`config.mk`:
```
export PLATFORM = sky130hd
export DESIGN_NAME = pe_layer_ctrl
export DESIGN_NICKNAME = d
export VERILOG_FILES = /design/src/rtl/pe_layer_ctrl.sv
export SDC_FILE = /design/constraint.sdc
export NUM_CORES = 1
export LEC_CHECK = 0
export CAP_MARGIN = 10
export CORE_MARGIN = 2
export CORE_UTILIZATION = 40
export DETAILED_ROUTE_END_ITERATION = 6
export GPL_TIMING_DRIVEN = 0
export PLACE_DENSITY = 0.77
export SLEW_MARGIN = 10
export SYNTH_ARGS = -nofsm -noshare
export SYNTH_HDL_FRONTEND = slang
export SYNTH_SLANG_ARGS = --single-unit
```
`constraint.sdc`:
```
create_clock -name clk -period 3.1 [get_ports clk]
set_input_delay 0.62 -clock clk [delete_from_list [all_inputs] [get_ports clk]]
set_output_delay 0.62 -clock clk [all_outputs]
set_load 0.1 [all_outputs]
```
`src/rtl/pe_layer_ctrl.sv`:
```
// Single-layer NTT/INTT butterfly sequencer wrapped around a fixed-latency PE3 butterfly.
// Optional cycle counter on cyc_cnt is built only when PE_LAYER_PERF_EN is defined.
module pe_layer_ctrl #(
  parameter int DW     = 12,
  parameter int AW     = 8,
  parameter int PE_LAT = 8
) (
  input  logic          clk,
  input  logic          rst,
  input  logic          start,
  input  logic          mode,
  input  logic [2:0]    len_log,
  output logic          busy,
  output logic          done,
  output logic          rd_en,
  output logic [AW-1:0] rd_addr_a,
  output logic [AW-1:0] rd_addr_b,
  input  logic [DW-1:0] rd_data_a,
  input  logic [DW-1:0] rd_data_b,
  output logic          pe_sel,
  output logic [DW-1:0] pe_u,
  output logic [DW-1:0] pe_v,
  input  logic [DW-1:0] pe_upper,
  input  logic [DW-1:0] pe_lower,
  output logic          wr_en,
  output logic [AW-1:0] wr_addr_a,
  output logic [AW-1:0] wr_addr_b,
  output logic [DW-1:0] wr_data_a,
  output logic [DW-1:0] wr_data_b,
  output logic [15:0]   cyc_cnt
);

  localparam int         TAG_D   = 2 + PE_LAT;
  localparam int         KW      = AW - 1;
  localparam logic [2:0] LEN_MAX = 3'(AW - 1);

  typedef enum logic [1:0] {S_IDLE, S_RUN, S_DRAIN, S_DONE} state_t;

  typedef struct packed {
    logic          valid;
    logic [AW-1:0] addr_a;
    logic [AW-1:0] addr_b;
  } tag_t;

  state_t          r_state, w_next;
  logic            w_accept;
  logic [KW-1:0]   r_k;
  logic            r_mode;
  logic [2:0]      r_len;
  tag_t            r_tag [TAG_D];
  logic [DW-1:0]   r_pe_u, r_pe_v;
  logic            w_tag_busy;
  logic [2:0]      w_len_sat;
  logic [AW-1:0]   w_k_ext, w_len_bit, w_mask, w_addr_a, w_addr_b;

  assign w_len_sat = (len_log > LEN_MAX) ? LEN_MAX : len_log;

  // Insert a zero at bit r_len of k; the partner sits exactly len above.
  assign w_k_ext   = AW'(r_k);
  assign w_len_bit = AW'(1) << r_len;
  assign w_mask    = w_len_bit - AW'(1);
  assign w_addr_a  = ((w_k_ext & ~w_mask) << 1) | (w_k_ext & w_mask);
  assign w_addr_b  = w_addr_a | w_len_bit;

  // Stages 0..TAG_D-2 empty means the final tag is leaving on this cycle.
  always_comb begin
    w_tag_busy = 1'b0;
    for (int i = 0; i < TAG_D - 1; i++) w_tag_busy = w_tag_busy | r_tag[i].valid;
  end

  // NOTE: every signal gets a default before the case so no path can infer a latch.
  always_comb begin
    w_next   = r_state;
    w_accept = 1'b0;
    unique case (r_state)
      S_IDLE:  if (start) begin
                 w_next   = S_RUN;
                 w_accept = 1'b1;
               end
      S_RUN:   if (r_k == '1) w_next = S_DRAIN;
      S_DRAIN: if (!w_tag_busy) w_next = S_DONE;
      S_DONE:  w_next = S_IDLE;
      default: w_next = S_IDLE;
    endcase
  end

  // NOTE: sequential state uses non-blocking assignments so all flops update together.
  always_ff @(posedge clk or negedge rst) begin
    if (!rst) begin
      r_state <= S_IDLE;
      r_k     <= '0;
      r_mode  <= 1'b0;
      r_len   <= '0;
    end else begin
      r_state <= w_next;
      if (w_accept) begin
        r_k    <= '0;
        r_mode <= mode;
        r_len  <= w_len_sat;
      end else if (r_state == S_RUN) begin
        r_k <= r_k + 1'b1;
      end
    end
  end

  assign busy      = (r_state == S_RUN) || (r_state == S_DRAIN);
  assign done      = (r_state == S_DONE);
  assign rd_en     = (r_state == S_RUN);
  assign rd_addr_a = rd_en ? w_addr_a : '0;
  assign rd_addr_b = rd_en ? w_addr_b : '0;

  // NOTE: the tag line is reset because its valid bits drive wr_en; an abort must not write.
  always_ff @(posedge clk or negedge rst) begin
    if (!rst) begin
      for (int i = 0; i < TAG_D; i++) r_tag[i] <= '0;
      r_pe_u <= '0;
      r_pe_v <= '0;
    end else begin
      r_tag[0] <= '{valid: rd_en, addr_a: rd_addr_a, addr_b: rd_addr_b};
      for (int i = 1; i < TAG_D; i++) r_tag[i] <= r_tag[i-1];
      r_pe_u <= rd_data_a;
      r_pe_v <= rd_data_b;
    end
  end

  assign pe_sel    = r_mode;
  assign pe_u      = r_pe_u;
  assign pe_v      = r_pe_v;
  assign wr_en     = r_tag[TAG_D-1].valid;
  assign wr_addr_a = r_tag[TAG_D-1].addr_a;
  assign wr_addr_b = r_tag[TAG_D-1].addr_b;
  assign wr_data_a = pe_upper;
  assign wr_data_b = pe_lower;

`ifdef PE_LAYER_PERF_EN
  logic [15:0] r_cyc;

  always_ff @(posedge clk or negedge rst) begin
    if (!rst)          r_cyc <= '0;
    else if (w_accept) r_cyc <= '0;
    else if (busy)     r_cyc <= r_cyc + 16'd1;
  end

  assign cyc_cnt = r_cyc;
`else
  assign cyc_cnt = '0;
`endif

endmodule

```
==> results.md, run 1 <==
- The number of top-level pins is 156.
- Across all register-to-register paths, the minimum setup slack is 1020 ps.
- The clock passes through at most 3 buffers.
- The critical path runs through a total of 5 cells.
- After clock tree synthesis, the clock-pin slew on the worst setup and hold paths is 60 ps.
- The antenna diode count is 0.
- The worst pin sits at a relative slew slack of 33.4%.
- Wires add up to 9570 um.
- Dividing the detail-routed wire length by the instance count gives 13.4 um.
- The switching power share of the total is 36.9%.
- Buffers added to address setup during post-CTS repair amount to 0.
- The maximum fanout count along the critical path is 11.
- For the pin with the worst max-slew slack, the measured transition is 996 ps.
- The area of the die is 16600 sq um.
- For this block, the via count after detailed routing is 3012.
- For this run, the post-layout net count is 574.
- The critical path's largest stage delay is 590 ps.
- Broken down by cell family, the worst path's largest delay share belongs to buffers and inverters.
- Combinational logic burns 30.2% of the power.
- The detail route stage leaves a number of antenna-violating nets equal to 0.
- The internal portion of total power is 5.28 mW.
- The net switching component of the power is 3.08 mW.
- The synthesized design spends more area on one cell type than any other, namely dfrtp_1.
- The initial antenna violation count is 0.
- The cell with the most instances on the worst path is inv_1.
- The master cell of the clock root buffer is clkbuf_16.
- The share of the yosys chip area belonging to registers is 83.2%.
- Summed over all cells, the static leakage comes to 4.16 nW.
- The TritonCTS clock tree is yes.
- The number of rows in the core area is 45.
- The mapped cell area is 6220 sq um.
- Buffers placed on the I/O ports in this run total 115.
- Data on the critical path arrives at its endpoint at 2380 ps.
- The final-report setup violation count is 0.
- The number of buffers and inverters on the critical path is 3.
- The area growth from synthesis to layout is 35.8%.
- The worst-case IR drop observed on VDD is 0.945 mV.
- The wire-length estimate of the detail-placed layout is 5970 um.
- The maximum number of pins on one net before global-route repair is 117.
- The flow ran to the end, and the final reports show no timing, DRC or antenna violations.
- The slowest stage cell on the critical path is clkdlybuf4s15_2.
- The setup TNS is 0 ps.
- The final setup skew is 7.73 ps.
- STA puts the critical path data required time at 2480 ps.
- The per-cell via count in the routed design is 4.22.
- The total global routing track utilization is 11.9%.
- Clock tree synthesis inserted a total of 20 buffers.
- The origin of the worst setup path is r_state[1]$_DFFE_PN0P_.
- The count of distinct cell types in the synthesized netlist is 39.
- For the finished layout, the period the worst path requires is 3000 ps.
- The total grt overflow is 0.
- The placed instances occupy a cell area of 7820 sq um.
- The H-tree level count is 1.
- STA classifies the critical path endpoint as an output port.
- The critical path startpoint category is a flip-flop.
- The end of the critical path is rd_addr_a[1].
- After detailed routing, the number of remaining DRC violations is 0.
- In this run, synthesis produced a sequential element count of 207.
- The synthesized design contains 0 enable-type register cells.
- The number of standard cells after synthesis is 361.
- By area the synthesized netlist is led by dfrtp_1 83%, buf_4 6.9%, ha_1 1.2%.
- Counting flops with an async set or reset pin after synthesis yields a share of 100%.
- In this run the standard cell core region covers 15200 sq um.
- The fraction of layout instances using a drive strength above 1 is 26.2%.
- The relative contribution of the clock network to total power is 27.5%.
- The startpoint of the most critical register-to-register path is r_state[1]$_DFFE_PN0P_.
- Setup repair after global routing left no endpoint under its margin.
- For this run, the number of Yosys warnings is 0.
- Among all flip-flop cells after synthesis, the most frequent one is dfrtp_1.
- The share of synthesized area in the top cell type comes to 83.2%.
- Derived from the worst setup path, the maximum achievable clock frequency is 333 MHz.
- The classification of the worst-slack hold path is in -> async.
- After routing the design area is 8450 sq um.
- By startpoint and endpoint, the worst setup path is classified as reg -> out.
- The library cell with the highest instance count after synthesis is dfrtp_1.
- For this run, the detailed router's first-pass iteration total came to 4.
- The congestion estimate from routability-driven global placement came to 0.781.
- The synthesized area per cell is 17.2 sq um.
- Power spread over the standard cell area amounts to 989 nW/um^2.
- The count of endpoints failing hold in the final timing report is 0.
- The later-pin clock latency in the skew report is 470 ps.
- The overall die width is 129 um.
- The number of pins exceeding their max-slew limit in the final report was 0.
- The worst reg-to-reg path cell count is 6.
- Sorting the synthesized cells by how often they occur yields 207 x dfrtp_1, 57 x buf_4, 13 x nand2_1, 13 x nor2_1.
- The starting density of the core is 40.9%.
- The via count of the first global-routing pass is 3179.
- The clock drives 207 sinks.
- The portion of total power attributed to sequential cells is 42.3%.
- The worst slack on hold paths is 220 ps.
- The part of the cycle the worst path needs is 96.8%.
- In this run the critical register-to-register path is captured at r_state[1]$_DFFE_PN0P_.
- The first global-routing pass estimated 15800 um of wire.
- The max capacitance violation total is 0.
- The number of design-rule violations left by the first detailed-router iteration is 119.
- The die is 129 um tall.
- The critical path goes through inv_1, ha_4, inv_1, a21oi_4, clkdlybuf4s15_2.
how the worst min path moves through the flow:
stage | slack, ps | end | cells after the start
global placement | 330 | r_tag[91]$_DFF_PN0_ | 0
detailed placement | 330 | r_tag[106]$_DFF_PN0_ | 0
global route | 290 | pe_u[2]$_DFF_PN0_ | 1
floorplan | 320 | pe_sel$_DFFE_PN0P_ | 0
CTS | 250 | wr_addr_b[0]$_DFF_PN0_ | 1
finish | 220 | r_tag[59]$_DFF_PN0_ | 1
cells by family after synthesis:
group	after synthesis	synth area share (%)
flip-flops	207	83.2
buffers and inverters	69	7.72
AND/OR/NAND/NOR	44	3.54
AO/OA/AOI/OAI	25	2.81
adder cells (fa/ha/maj)	6	1.21
multiplexers	5	0.884
XOR/XNOR	4	0.563
other	1	0.0602
registers in the layout, indices dropped and copies added, names as in the netlist:
name       cells
r_tag        153
pe_u          12
pe_v          12
wr_addr_a      8
wr_addr_b      8
r_k            7
r_len          3
r_state        2
pe_sel         1
wr_en          1
cells in the final DEF, fill, tap and decap left out, drive strengths merged, types with 6 or more instances in the layout:
master	instances
dfrtp	207
ha	6
clkinv	6
clkdlybuf4s15	11
conb	16
clkdlybuf4s50	97
a21oi	7
buf	67
nand2	13
nor2	13
clkbuf	29
per-layer routing:
| layer | global-route usage (%) | vias to the layer above | share of wire, % | wire [um] |
|---|---|---|---|---|
| li1 | - | 1392 | - | - |
| met2 | 19.5 | 104 | 49 | 4710 |
| met3 | 3.83 | 12 | 7.4 | 707 |
| met5 | 0 | - | 0 | 0 |
| met1 | 15.4 | 1504 | 42 | 4010 |
| met4 | 2.94 | 0 | 1.4 | 136 |
power groups by stage:
stage	clock network, mW	registers, mW	logic (mW)
2_1_floorplan	0	3.71	1.83
3_3_place_gp	0	3.55	2.51
3_5_place_dp	0	3.59	2.56
4_1_cts	2.38	3.55	2.53
5_1_grt	2.51	3.61	2.64
6_report	2.30	3.54	2.52
worst reg2reg max path: stages (launching register included):
cell	delay [ps]
dfrtp_1	390
inv_1	110
ha_4	190
inv_1	510
o221ai_2	230
a21oi_2	190
mux2_1	340
stage by stage:
step                setup WS (ps)  utilization, %  instances  power, mW
floorplan                   -64.2               -        376       5.54
global placement            -6360            51.2        679       6.06
detailed placement           -276            51.4        680       6.15
CTS                          20.0            55.6        714       8.47
global route                 8.17            55.6        714       8.77
finish                       99.9            55.6        714       8.36
area by class of cell:
type / count / area [sq um]
inverter: 5 / 18.8
clock inverter: 9 / 90.1
sequential: 207 / 5180
tap: 188 / 235
fill: 1198 / 6750
multi-input combinational: 100 / 738
timing repair buffer: 116 / 1180
buffer: 63 / 458
clock buffer: 26 / 553
repair_timing:
action | in CTS | in global routing
endpoints found under the setup margin | 17 | 4
gates resized for setup | 57 | 5
hold buffers | 0 | 0
pin swaps | 0 | 0
No activity file was read; power rests on OpenSTA's default activity.
==> run 2: changes to the inputs <==
--- a/config.mk
+++ b/config.mk
@@ -10,7 +10,7 @@
 export CORE_UTILIZATION = 40
 export DETAILED_ROUTE_END_ITERATION = 6
 export GPL_TIMING_DRIVEN = 0
-export PLACE_DENSITY = 0.77
+export PLACE_DENSITY = 0.8
 export SLEW_MARGIN = 10
 export SYNTH_ARGS = -nofsm -noshare
 export SYNTH_HDL_FRONTEND = slang
==> constraint.sdc (replaced) <==
create_clock -name clk -period 2.7 [get_ports clk]
set_input_delay 0.54 -clock clk [delete_from_list [all_inputs] [get_ports clk]]
set_output_delay 0.54 -clock clk [all_outputs]
set_load 0.1 [all_outputs]
==> results.md, run 2 (synthesis gave the netlist of run 1 again) <==
- The number of pins exceeding their max-slew limit in the final report is 0 (unchanged).
- The max capacitance violation total is 0 (unchanged).
- The worst path required time is 2160 ps (-320 ps).
- The net switching component of the power is 3.63 mW (+18%).
- The final RePlAce weighted congestion is 0.775 (-0.83%).
- The final cell count without fillers was 718 (+0.56%).
- The fraction of power consumed by combinational cells is 30.2% (about the same).
- The TritonCTS clock tree is yes.
- The startpoint identified for the worst register-to-register timing path is r_k[0]$_DFFE_PN0P_.
- The overall routed net length is 9970 um (+4.2%).
- The overall die width came to 129 um (unchanged).
- The critical path in this run is classified as reg -> out.
- The die extent in y is 129 um (unchanged).
- The sequential cell area is 5180 sq um (unchanged).
- The total global routing track utilization is 12.5% (+0.60 points).
- The worst path needs 2610 ps of the cycle, external delays included.
- The initial antenna violation count is 0 (unchanged).
- The number of filler cells placed in the layout is 1209 (+0.92%).
- The flow ran to the end, and the final reports show no timing, DRC or antenna violations.
- The growth of design area from synthesis to finish is 36.6%.
- The number of rows in the core area is 45 (unchanged).
- The origin of the worst setup path is r_state[1]$_DFFE_PN0P_.
- Based on the critical path, the design can be clocked at up to 383 MHz.
- The master cell of the clock root buffer is clkbuf_16.
- The clock transition at the register clock pins on the worst setup and hold paths after CTS is 60 ps (about the same).
- The classification of the worst-slack hold path is in -> async.
- The critical path startpoint category is a flip-flop.
- The buffer depth of the longest clock path was 3 (unchanged).
- The portion of total power attributed to sequential cells is 41.2% (-1.1 points).
- The number of design-rule violations left by the first detailed-router iteration is 180 (+51%).
- The internal portion of total power came to 6.22 mW (+18%).
- The global-route wire length before repair is 16500 um (+4.2%).
- The worst flop-to-flop path endpoint is r_state[1]$_DFFE_PN0P_.
- The relative contribution of the clock network to total power is 28.6% (+1.1 points).
- The count of buffers inserted at the top-level ports was 115 (unchanged).
- The total grt overflow is 0 (unchanged).
- Ranked by flip-flop count, first place goes to r_tag.
- STA classifies the critical path endpoint as an output port.
- The total placed instance area is 7860 sq um (+0.50%).
- The total power after layout is 9.85 mW (+18%).
- The via count of the first global-routing pass was 3301 (+3.8%).
- The final-report setup violation count is 0 (unchanged).
- The final setup skew is 15.8 ps (+8.08 ps).
- The cts-stage hold buffer count is 0 (unchanged).
- The detailed placer's ending HPWL is 6090 um (+2.0%).
- The number of flip-flops in the largest register is 153 (unchanged).
- The register-to-register setup slack was 1040 ps (+20 ps).
- The number of remaining DRC errors is 0 (unchanged).
- The power per unit of standard cell area came to 1160 nW/um^2 (+17%).
- Setup repair after global routing left no endpoint under its margin.
- The number of antenna-violating nets in the routed design is 0 (unchanged).
- The switching power share of the total was 36.9% (about the same).
- The starting density of the core is 40.9% (unchanged).
- The total number of clock tree sinks is 207 (unchanged).
- The final-stage net count was 576 (+0.35%).
- The per-cell via count in the routed design was 4.30 (+1.9%).
- The core region area was 15200 sq um (unchanged).
- The worst reg-to-reg path cell count is 5 (-1).
- The number of buffers created by CTS is 21 (+5.0%).
- The top cell types in the final layout, fill and taps aside, are 207 x dfrtp_1, 95 x clkdlybuf4s50_1, 62 x buf_4, 21 x clkbuf_16, 16 x conb_1.
- The library cell used most frequently in the layout, excluding fill and tap cells, is dfrtp_1.
- The maximum fanout count along the critical path was 10 (-1).
- The number of setup buffers added after CTS was 0 (unchanged).
- The antenna diode count is 0 (unchanged).
- In the finished design, the share of the clock period the worst path needs comes to 96.6%.
- The measured slew at the worst slew-check pin was 995 ps (-0.740 ps).
- The number of top-level pins is 156 (unchanged).
- The area of the die is 16600 sq um (unchanged).
- The slowest stage cell on the critical path is dfrtp_1.
- The later-pin clock latency in the skew report is 490 ps (+20 ps).
- The data arrival at the endpoint of the critical path is 2070 ps (-310 ps).
- The detail-routed net length per standard cell is 13.9 um (+3.6%).
- The total leakage power came to 4.21 nW (+1.2%).
- The total number of vias came to 3087 (+2.5%).
- The first-pass iteration count of the detailed router was 4 (unchanged).
- The critical path's largest stage delay is 410 ps (-180 ps).
- The H-tree level count is 1 (unchanged).
- The worst ir drop on vdd is 1.25 mV (+33%).
- Traced cell by cell, the critical path runs through inv_2, ha_4, inv_1, clkbuf_8, a21oi_4, o21bai_4, buf_4.
- The number of cells after detailed placement came to 680 (unchanged).
- The fraction of layout instances using a drive strength above 1 is 27.4% (+1.1 points).
- The area used by multi-input combinational logic is 777 sq um (+5.3%).
- The count of endpoints failing hold in the final timing report is 0 (unchanged).
- The maximum number of pins on one net before global-route repair is 126 (+7.7%).
- The area of all placed cells without fillers came to 8500 sq um (+0.61%).
- The relative slew slack is 33.5% (+0.049 points).
==> run 2: worst max-delay path by stage <==
stage	end	slack (ps)
global route	rd_addr_b[3]	10
CTS	rd_addr_b[2]	5
floorplan	rd_addr_b[1]	2
finish	rd_addr_b[3]	90
global placement	r_tag[138]$_DFF_PN0_	-6660
detailed placement	rd_addr_b[2]	-400
==> run 2: layout make-up <==
cell class	count	share of cell area [%]
Clock inverter	11	1.49
Multi-Input combinational cell	100	9.14
Sequential cell	207	60.9
Timing Repair Buffer	116	13.3
Buffer	64	5.58
Tap cell	188	2.77
Inverter	5	0.221
Clock buffer	27	6.56
==> run 2: what timing repair did <==
action	CTS	global route
endpoints found under the setup margin	19	11
hold endpoints to repair	0	0
gates resized for setup	87	12
==> run 2: worst max-delay path: cells and delay by family, from the launching register on <==
kind	cells	cell delay [ps]
buf+inv	4	660
flops	1	410
compound gates	2	350
fa+ha+maj	1	150
==> run 2: power groups by stage <==
stage	Combinational [mW]	Sequential, mW	Clock, mW
after floorplan	2.15	4.26	0
after global placement	2.95	4.07	0
after detailed placement	3.00	4.12	0
after CTS	2.98	4.08	2.91
after global routing	3.11	4.15	3.05
final	2.97	4.06	2.82
==> run 2: per-layer routing <==
layer,global-route usage (%),wire length (um)
met5,0,0
met1,16.0,4070
met3,4.28,794
met2,20.5,4870
met4,3.20,237
==> run 2: per-stage QoR <==
step | setup WS (ps) | hold slack [ps] | TNS [ps] | utilization (%)
2_1_floorplan | 2.40 | 244 | 0 | -
4_1_cts | 4.86 | 42.3 | 0 | 56.0
6_report | 92.0 | 38.8 | 0 | 55.9
3_3_place_gp | -6660 | 331 | -1378590 | 51.5
3_5_place_dp | -398 | 335 | -2580 | 51.7
5_1_grt | 14.1 | 73.7 | 0 | 55.9
